$ cat src/rtl/pipe_pkg.sv
// Shared types for the decode->execute boundary: the captured instruction
// record and the occupancy-encoded skid-buffer state.
package pipe_pkg;

  localparam int unsigned PIPE_D_W    = 32;
  localparam int unsigned PIPE_ADDR_W = 5;
  localparam int unsigned PIPE_CTRL_W = 12;

  typedef struct packed {
    logic [PIPE_D_W-1:0]    pc;
    logic [PIPE_ADDR_W-1:0] rs1;
    logic [PIPE_ADDR_W-1:0] rs2;
    logic [PIPE_ADDR_W-1:0] rd;
    logic [PIPE_D_W-1:0]    rs1_data;
    logic [PIPE_D_W-1:0]    rs2_data;
    logic [PIPE_D_W-1:0]    imm;
    logic [PIPE_CTRL_W-1:0] ctrl;
  } id_ex_t;

  // Encoding equals the number of held entries so it drives occupancy directly.
  typedef enum logic [1:0] {
    EMPTY = 2'd0,
    ONE   = 2'd1,
    TWO   = 2'd2
  } skid_state_t;

endpackage

$ cat src/rtl/id_ex_bypass.sv
// Writeback forwarding into one held entry: replaces rs1/rs2 operand data when
// the register being written matches (x0 excluded). Purely combinational.
module id_ex_bypass
  import pipe_pkg::*;
(
  input  id_ex_t                 e_in,
  input  logic                   wb_en,
  input  logic [PIPE_ADDR_W-1:0] wb_rd,
  input  logic [PIPE_D_W-1:0]    wb_data,
  output id_ex_t                 e_out
);

  logic wb_live;

  assign wb_live = wb_en && (wb_rd != '0);

  always_comb begin
    e_out = e_in;
    if (wb_live && (wb_rd == e_in.rs1)) e_out.rs1_data = wb_data;
    if (wb_live && (wb_rd == e_in.rs2)) e_out.rs2_data = wb_data;
  end

endmodule

$ cat src/rtl/id_ex_stage.sv
// Decode->execute stage with a 2-entry (main + skid) buffer and registered
// in_ready. Optional writeback forwarding into held entries via `RF_BYPASS_EN.
module id_ex_stage
  import pipe_pkg::*;
#(
  parameter int unsigned D_WIDTH       = 32,
  parameter int unsigned ADDRESS_WIDTH = 5,
  parameter int unsigned CTRL_W        = 12
) (
  input  logic                     clk,
  input  logic                     rst_n,
  input  logic                     flush,
  input  logic                     in_valid,
  output logic                     in_ready,
  input  logic [D_WIDTH-1:0]       in_pc,
  input  logic [ADDRESS_WIDTH-1:0] in_rs1,
  input  logic [ADDRESS_WIDTH-1:0] in_rs2,
  input  logic [ADDRESS_WIDTH-1:0] in_rd,
  input  logic [D_WIDTH-1:0]       in_rs1_data,
  input  logic [D_WIDTH-1:0]       in_rs2_data,
  input  logic [D_WIDTH-1:0]       in_imm,
  input  logic [CTRL_W-1:0]        in_ctrl,
  output logic                     out_valid,
  input  logic                     out_ready,
  output logic [D_WIDTH-1:0]       out_pc,
  output logic [ADDRESS_WIDTH-1:0] out_rs1,
  output logic [ADDRESS_WIDTH-1:0] out_rs2,
  output logic [ADDRESS_WIDTH-1:0] out_rd,
  output logic [D_WIDTH-1:0]       out_rs1_data,
  output logic [D_WIDTH-1:0]       out_rs2_data,
  output logic [D_WIDTH-1:0]       out_imm,
  output logic [CTRL_W-1:0]        out_ctrl,
  input  logic                     wb_en,
  input  logic [ADDRESS_WIDTH-1:0] wb_rd,
  input  logic [D_WIDTH-1:0]       wb_data,
  output logic [1:0]               occupancy
);

  skid_state_t state_q, state_d;
  id_ex_t      main_q, main_d, skid_q, skid_d;
  id_ex_t      main_byp, skid_byp, in_entry;
  logic        in_ready_q, in_ready_d;
  logic        accept, fire;

  assign in_entry = '{pc: in_pc, rs1: in_rs1, rs2: in_rs2, rd: in_rd,
                      rs1_data: in_rs1_data, rs2_data: in_rs2_data,
                      imm: in_imm, ctrl: in_ctrl};

`ifdef RF_BYPASS_EN
  id_ex_bypass u_byp_main (
    .e_in    (main_q),
    .wb_en   (wb_en),
    .wb_rd   (wb_rd),
    .wb_data (wb_data),
    .e_out   (main_byp)
  );

  id_ex_bypass u_byp_skid (
    .e_in    (skid_q),
    .wb_en   (wb_en),
    .wb_rd   (wb_rd),
    .wb_data (wb_data),
    .e_out   (skid_byp)
  );
`else
  logic unused_wb;

  assign unused_wb = ^{wb_en, wb_rd, wb_data};
  assign main_byp  = main_q;
  assign skid_byp  = skid_q;
`endif

  assign out_valid = (state_q != EMPTY);
  assign accept    = in_valid && in_ready_q;
  assign fire      = out_valid && out_ready;

  // Held entries always take the forwarded copy; only a freshly accepted
  // entry bypasses forwarding, since the reg file read already saw the write.
  always_comb begin
    state_d = state_q;
    main_d  = main_byp;
    skid_d  = skid_byp;
    if (flush) begin
      state_d = EMPTY;
    end else begin
      unique case (state_q)
        EMPTY: begin
          if (accept) begin
            state_d = ONE;
            main_d  = in_entry;
          end
        end
        ONE: begin
          if (accept && fire) begin
            main_d = in_entry;
          end else if (accept) begin
            state_d = TWO;
            skid_d  = in_entry;
          end else if (fire) begin
            state_d = EMPTY;
          end
        end
        TWO: begin
          if (fire) begin
            state_d = ONE;
            main_d  = skid_byp;
          end
        end
        default: state_d = EMPTY;
      endcase
    end
    in_ready_d = (state_d != TWO);
  end

  always_ff @(posedge clk or negedge rst_n) begin
    if (!rst_n) begin
      state_q    <= EMPTY;
      in_ready_q <= 1'b1;
      main_q     <= '0;
      skid_q     <= '0;
    end else begin
      state_q    <= state_d;
      in_ready_q <= in_ready_d;
      main_q     <= main_d;
      skid_q     <= skid_d;
    end
  end

  assign in_ready     = in_ready_q;
  assign occupancy    = state_q;
  assign out_pc       = main_q.pc;
  assign out_rs1      = main_q.rs1;
  assign out_rs2      = main_q.rs2;
  assign out_rd       = main_q.rd;
  assign out_rs1_data = main_q.rs1_data;
  assign out_rs2_data = main_q.rs2_data;
  assign out_imm      = main_q.imm;
  assign out_ctrl     = main_q.ctrl;

endmodule
$ cat config.mk
export PLATFORM = sky130hd
export DESIGN_NAME = id_ex_stage
export DESIGN_NICKNAME = d
export VERILOG_FILES = /design/src/rtl/pipe_pkg.sv /design/src/rtl/id_ex_bypass.sv /design/src/rtl/id_ex_stage.sv
export SDC_FILE = /design/constraint.sdc
export NUM_CORES = 1
export LEC_CHECK = 0
export CORE_ASPECT_RATIO = 1.4
export CORE_MARGIN = 4
export CORE_UTILIZATION = 50
export CTS_BUF_LIST = sky130_fd_sc_hd__clkbuf_4
export CTS_CLUSTER_DIAMETER = 100
export DETAILED_ROUTE_END_ITERATION = 10
export PLACE_DENSITY = 0.89
export SETUP_SLACK_MARGIN = 0.15
export SYNTH_ARGS = -nofsm -noshare
export SYNTH_HDL_FRONTEND = slang
export SYNTH_SLANG_ARGS = --single-unit
$ cat constraint.sdc
create_clock -name clk -period 2.1 [get_ports clk]
set_input_delay 0.42 -clock clk [delete_from_list [all_inputs] [get_ports clk]]
set_output_delay 0.42 -clock clk [all_outputs]
set_load 0.05 [all_outputs]
# ---- After elaboration in Yosys (flattened, before gate mapping)
# Cells that the tools add are included.
dict set report op_classes {
  eq_ne 6
  n_mux 11
  bitwise 2
  reduce_logical 8
}
# operator n
set op_table {}
lappend op_table {{two-way mux 155 bit} 3}
lappend op_table {{one-hot mux 155 bit (3 select lines)} 1}
lappend op_table {{two-way mux 2 bit} 6}
lappend op_table {{inequality test 2 bit, second input constant} 4}
lappend op_table {{one-hot mux 2 bit (3 select lines)} 1}
lappend op_table {{AND reduction 5 bit} 1}
lappend op_table {{AND reduction 4 bit} 1}
lappend op_table {{logical AND 1 bit} 3}
lappend op_table {{nonzero test 3 bit} 1}
lappend op_table {{== test 2 x 1 -> 1 bit, second input constant} 1}
lappend op_table {{== test 2 bit, second input constant} 1}
lappend op_table {{zero test 2 bit} 1}
lappend op_table {{NOT 1 bit} 2}
lappend op_table {{nonzero test 2 bit} 1}
dict set report totals {
  regBits 313
  inputBits 198
  out_inout_bits 159
  wordCells 45
}

# ---- Longest topological paths before layout
dict set report logic_depth {
  word_depth 8
  depth_mapped 6
  depth_no_buf 4
}

# ---- Least setup slack after synthesis
# Ideal clock, no wire load.
dict set report synth_path {
  path_type {register to register}
  from {register in_ready_q (netlist: in_ready)}
  to {register main_q, in the netlist out_imm[10]}
  setup_time_ns 0.126
  arrival_ns 1.722
  required_ns 1.974
  slack_ns 0.252
  stages_incl_launch_ff 6
  n_path_buf 2
  synth_period_minus_slack_ns 1.848
  path_cell_list {dfstp_2 > nand2_1 > o41ai_2 > clkbuf_1 > buf_2 > a21oi_1}
}
dict set report synth_between {
  elab_chain_len 4
  word_cells_on_any_way 5
  cone_classes {eq/ne: 2; reduce/logical: 3}
}
# element line_no
set synth_lines {}
lappend synth_lines {{from (decl)} id_ex_stage.sv:42} ;# logic in_ready_q, in_ready_d;
lappend synth_lines {{from (signal assigned)} id_ex_stage.sv:123} ;# in_ready_q <= in_ready_d;
lappend synth_lines {{logical AND 1 bit *} id_ex_stage.sv:74} ;# assign accept = in_valid && in_ready_q;
lappend synth_lines {{logical AND 1 bit} id_ex_stage.sv:94} ;# if (accept && fire) begin
lappend synth_lines {{inequality test 2 bit (no source line)} -}
lappend synth_lines {{AND reduction 5 bit (no source line) *} -}
lappend synth_lines {{to (signal assigned)} id_ex_stage.sv:124} ;# main_q <= main_d;
lappend synth_lines {{to (decl)} id_ex_stage.sv:40} ;# id_ex_t main_q, main_d, skid_q, skid_d;
# Every way passes the cells marked *; elsewhere a longest branch is shown, timed or not.
# A chain may end at the register's enable or synchronous reset.

# ---- Worst setup path after layout
dict set report layout_path {
  from {register state_q[0] (netlist: occupancy[0])}
  to {output port out_valid}
}
dict set report layout_between {
  elab_chain_len 1
}
# element line_no
set layout_lines {}
lappend layout_lines {{from (decl)} id_ex_stage.sv:39} ;# skid_state_t state_q, state_d;
lappend layout_lines {{from (signal assigned)} id_ex_stage.sv:122} ;# state_q <= state_d;
lappend layout_lines {{nonzero test 2 bit} id_ex_stage.sv:73} ;# assign out_valid = (state_q != EMPTY);
lappend layout_lines {{to (decl)} id_ex_stage.sv:23} ;# output logic out_valid,
# No other way between the ends.

==> flow_summary.toml <==
[pwr]
ir_worst_vdd_mv = 0.771
swShare_pct = 35.2
p_clk_share_pct = 24.8
power_frac_comb_pct = 30.5
p_switching_uw = 6580
sequentialPowerShare_pct = 44.6
p_int_uw = 12100
leakage_uw = 0.00756
p_per_area_nw_per_um2 = 1040

[global_routing]
grt_pass1_wl_um = 51800
grt_usage_pct = 22.8
grt_max_degree = 53
grt_overflow = 0
grt_pass1_vias = 10100
antenna_found_initial = 3

[cts]
clock_sinks = 313
cts_root_buf = "clkbuf_4"
cts_inserted_buffers = 74
clkSlewWorstSetupHoldPaths_ns = 0.07
cts_max_level = 3
clock_latency_ns = 0.67
cts_tree = "yes"
clockBufferDepth = 3

[floorplanning]
die_h_um = 199
rows = 69
coreArea_um2 = 25600
ioPinCount = 357
die-area_um2 = 28700
die_w_um = 144
initial_utilization_pct = 50.9

[timing]
slew_viol_final = 0
clock_skew_ns = 0.0200
max_slew_margin_pct = 68.7
clock.fmax_ghz = 0.523
setup-violations-final = 0
max_slew.worst_pin.slew_ns = 0.470
fin_crit_sh_pct = 91.1
hold_slack_ns = 0.265
hold_viol = 0
layout_setup_ws_ns = 0.188
rsz0062_at_grt = "true"
period_minus_slack_ns = 1.91

[synth]
synth_top_area_share_pct = 60.0
synth.distinct_cells = 20
ys_top_cells_by_area = "dfrtp_1 (60%), mux2_2 (13%), mux2i_1 (12%)"
synthCells = 1017
ys_ff_latch = 313
netlist_area_um2 = 13000
yosys.area.top_type = "dfrtp_1"
synth_warnings = 0
syn_avg_cell_area_um2 = 12.8
ys_seq_area_share_pct = 60.2
syn-num-nets = 1215

[setup_path]
worstPathArrival_ns = 1.49
cp-start-kind = "register"
path_buf_inv = 1
critPathTopFamily = "flip-flops"
slowest_delay_ns = 0.43
worst-path-max-fanout = 2
crit_chain = "or2_4, buf_8"
worst_ep_required_time_ns = 1.68
r2r_setup_slack_ns = 0.23
endpoint_kind = "primary output"
crit_type = "register to primary output"
cp_slowest_cell = "dfrtp_2"

[finish]
fin_cells = 1764
drive_gt1_share_pct = 33.9
area_delta_synth_final_pct = 38.6
multi_input_area_um2 = 4790
regArea_um2 = 7840
nNetsFinal = 1596
nFillCells = 1686

[min_path]
hold_path_class = "primary input to async pin"

[place]
dpl.hpwl_um = 22800
io_buffers = 318
finalWeightedCongestion = 0.790
place_ws_ns = -0.146
placed_cells = 1638

[route]
via_per_inst = 5.34
dr.pass1.iters = 4
num_vias = 9411
drc = 0
drt_wl_total_um = 32700
drtAntennaViolNets = 0
drtIter0Drc = 285
wl_per_cell_um = 18.6

[flow_run]
maxCapViolations = 0

[status]
outcome = "finished, final reports clean"
## kinds of logic (layout without fill, tap and decap cells)
| logic type | count (synthesis) | in the layout | share of synthesized area (%) |
|---|---|---|---|
| flip-flops | 313 | 313 | 60.2 |
| multiplexers | 310 | 310 | 25.3 |
| AND/OR/NAND/NOR | 166 | 166 | 4.94 |
| AO/OA/AOI/OAI | 158 | 158 | 6.19 |
| buffers and inverters | 69 | 494 | 3.24 |
| XOR/XNOR | 1 | 1 | 0.0673 |
| other | 0 | 3 | 0 |
## registers in the layout, indices dropped and copies added, names as in the netlist
signal        cells
out_ctrl         12
occupancy         2
out_rs1_data     32
out_rs2           5
out_pc           32
out_imm          32
out_rs1           5
skid_byp        155
in_ready          1
out_rd            5
out_rs2_data     32
## cell type report
type                    count  area share (%)
clock buffers             109            4.54
multi-input cells         635            26.6
repair buffers            374            22.9
diodes                      3          0.0416
flip-flops and latches    313            43.5
well taps                 319            2.21
clock inverters            11           0.236
## power by group through the flow
stage / clock network [uW] / registers (uW) / logic (uW)
floorplan: 0 / 10300 / 1650
global placement: 0 / 8310 / 5730
detailed placement: 0 / 8430 / 5890
CTS: 4820 / 8330 / 5760
global route: 5170 / 8500 / 6070
finish: 4640 / 8350 / 5710
## layer usage
layer  wire length (um)  GRT usage, %  part of all wire [%]  vias to the layer above
met3               2490          7.46                   7.6                       71
met1              12100          26.1                    37                     4661
met2              17100          39.2                    52                      328
met5                  7             0                 0.021                        -
li1                   -             -                     -                     4349
met4                994          9.13                   3.0                        2
## cells in the mapped netlist
| cell | count |
|---|---|
| nand2b_1 | 1 |
| mux2i_1 | 155 |
| mux2_2 | 155 |
| buf_4 | 4 |
| nand4bb_1 | 1 |
| buf_2 | 52 |
| nand2_1 | 1 |
| xor2_1 | 1 |
| nor3_1 | 1 |
| nor2_1 | 158 |
| nand3_1 | 1 |
| o41ai_2 | 1 |
| clkbuf_1 | 2 |
| a2bb2oi_1 | 1 |
| dfstp_2 | 1 |
| or2_2 | 1 |
| buf_6 | 11 |
| dfrtp_1 | 312 |
| nor2b_1 | 2 |
| a21oi_1 | 156 |
## path summary, 6_finish.rpt
path	from	to	cells after the start
min in group clk	in_rs2_data[24]	skid_byp[68]$_DFFE_PN0P_	2
setup / recovery	occupancy[0]$_DFF_PN0_	out_valid	2
hold reg to reg	skid_byp[83]$_DFFE_PN0P_	skid_byp[83]$_DFFE_PN0P_	1
hold / removal	rst_n	out_imm[17]$_DFFE_PN0P_	2
setup reg to reg	occupancy[0]$_DFF_PN0_	out_pc[13]$_DFFE_PN0P_	7
max in group asynchronous	rst_n	in_ready$_DFF_PN1_	3
## layout by cell type (no fill, tap or decap), drive strengths merged, types with 2 or more instances in the layout
master / instances
clkdlybuf4s18: 3
dfrtp: 312
mux2i: 155
diode: 3
a21oi: 156
clkdlybuf4s50: 158
mux2: 155
nor2: 158
buf: 64
clkinv: 9
clkdlybuf4s15: 148
clkbuf: 109
nor2b: 2
inv: 2
## repair_timing
| action | in CTS | in global routing |
|---|---|---|
| hold buffers | 1 | 0 |
| pin swaps | 1 | 1 |
| endpoints found under the setup margin | 156 | 15 |
| endpoints found under the hold margin | 42 | 0 |
| gates resized for setup | 469 | 9 |
| setup buffers | 2 | 0 |
## stage by stage
step / instance area (um2) / TNS (ns) / power (uW) / utilization [%]
after detailed placement: 16900 / -12.96 / 14300 / 66.3
after floorplan: 13000 / 0 / 12000 / -
final: 18000 / 0 / 18700 / 70.5
after CTS: 18000 / 0 / 18900 / 70.5
after global routing: 18000 / 0 / 19700 / 70.5
after global placement: 16900 / -3.10 / 14000 / 66.3
Power figures use the tool's default switching activity.
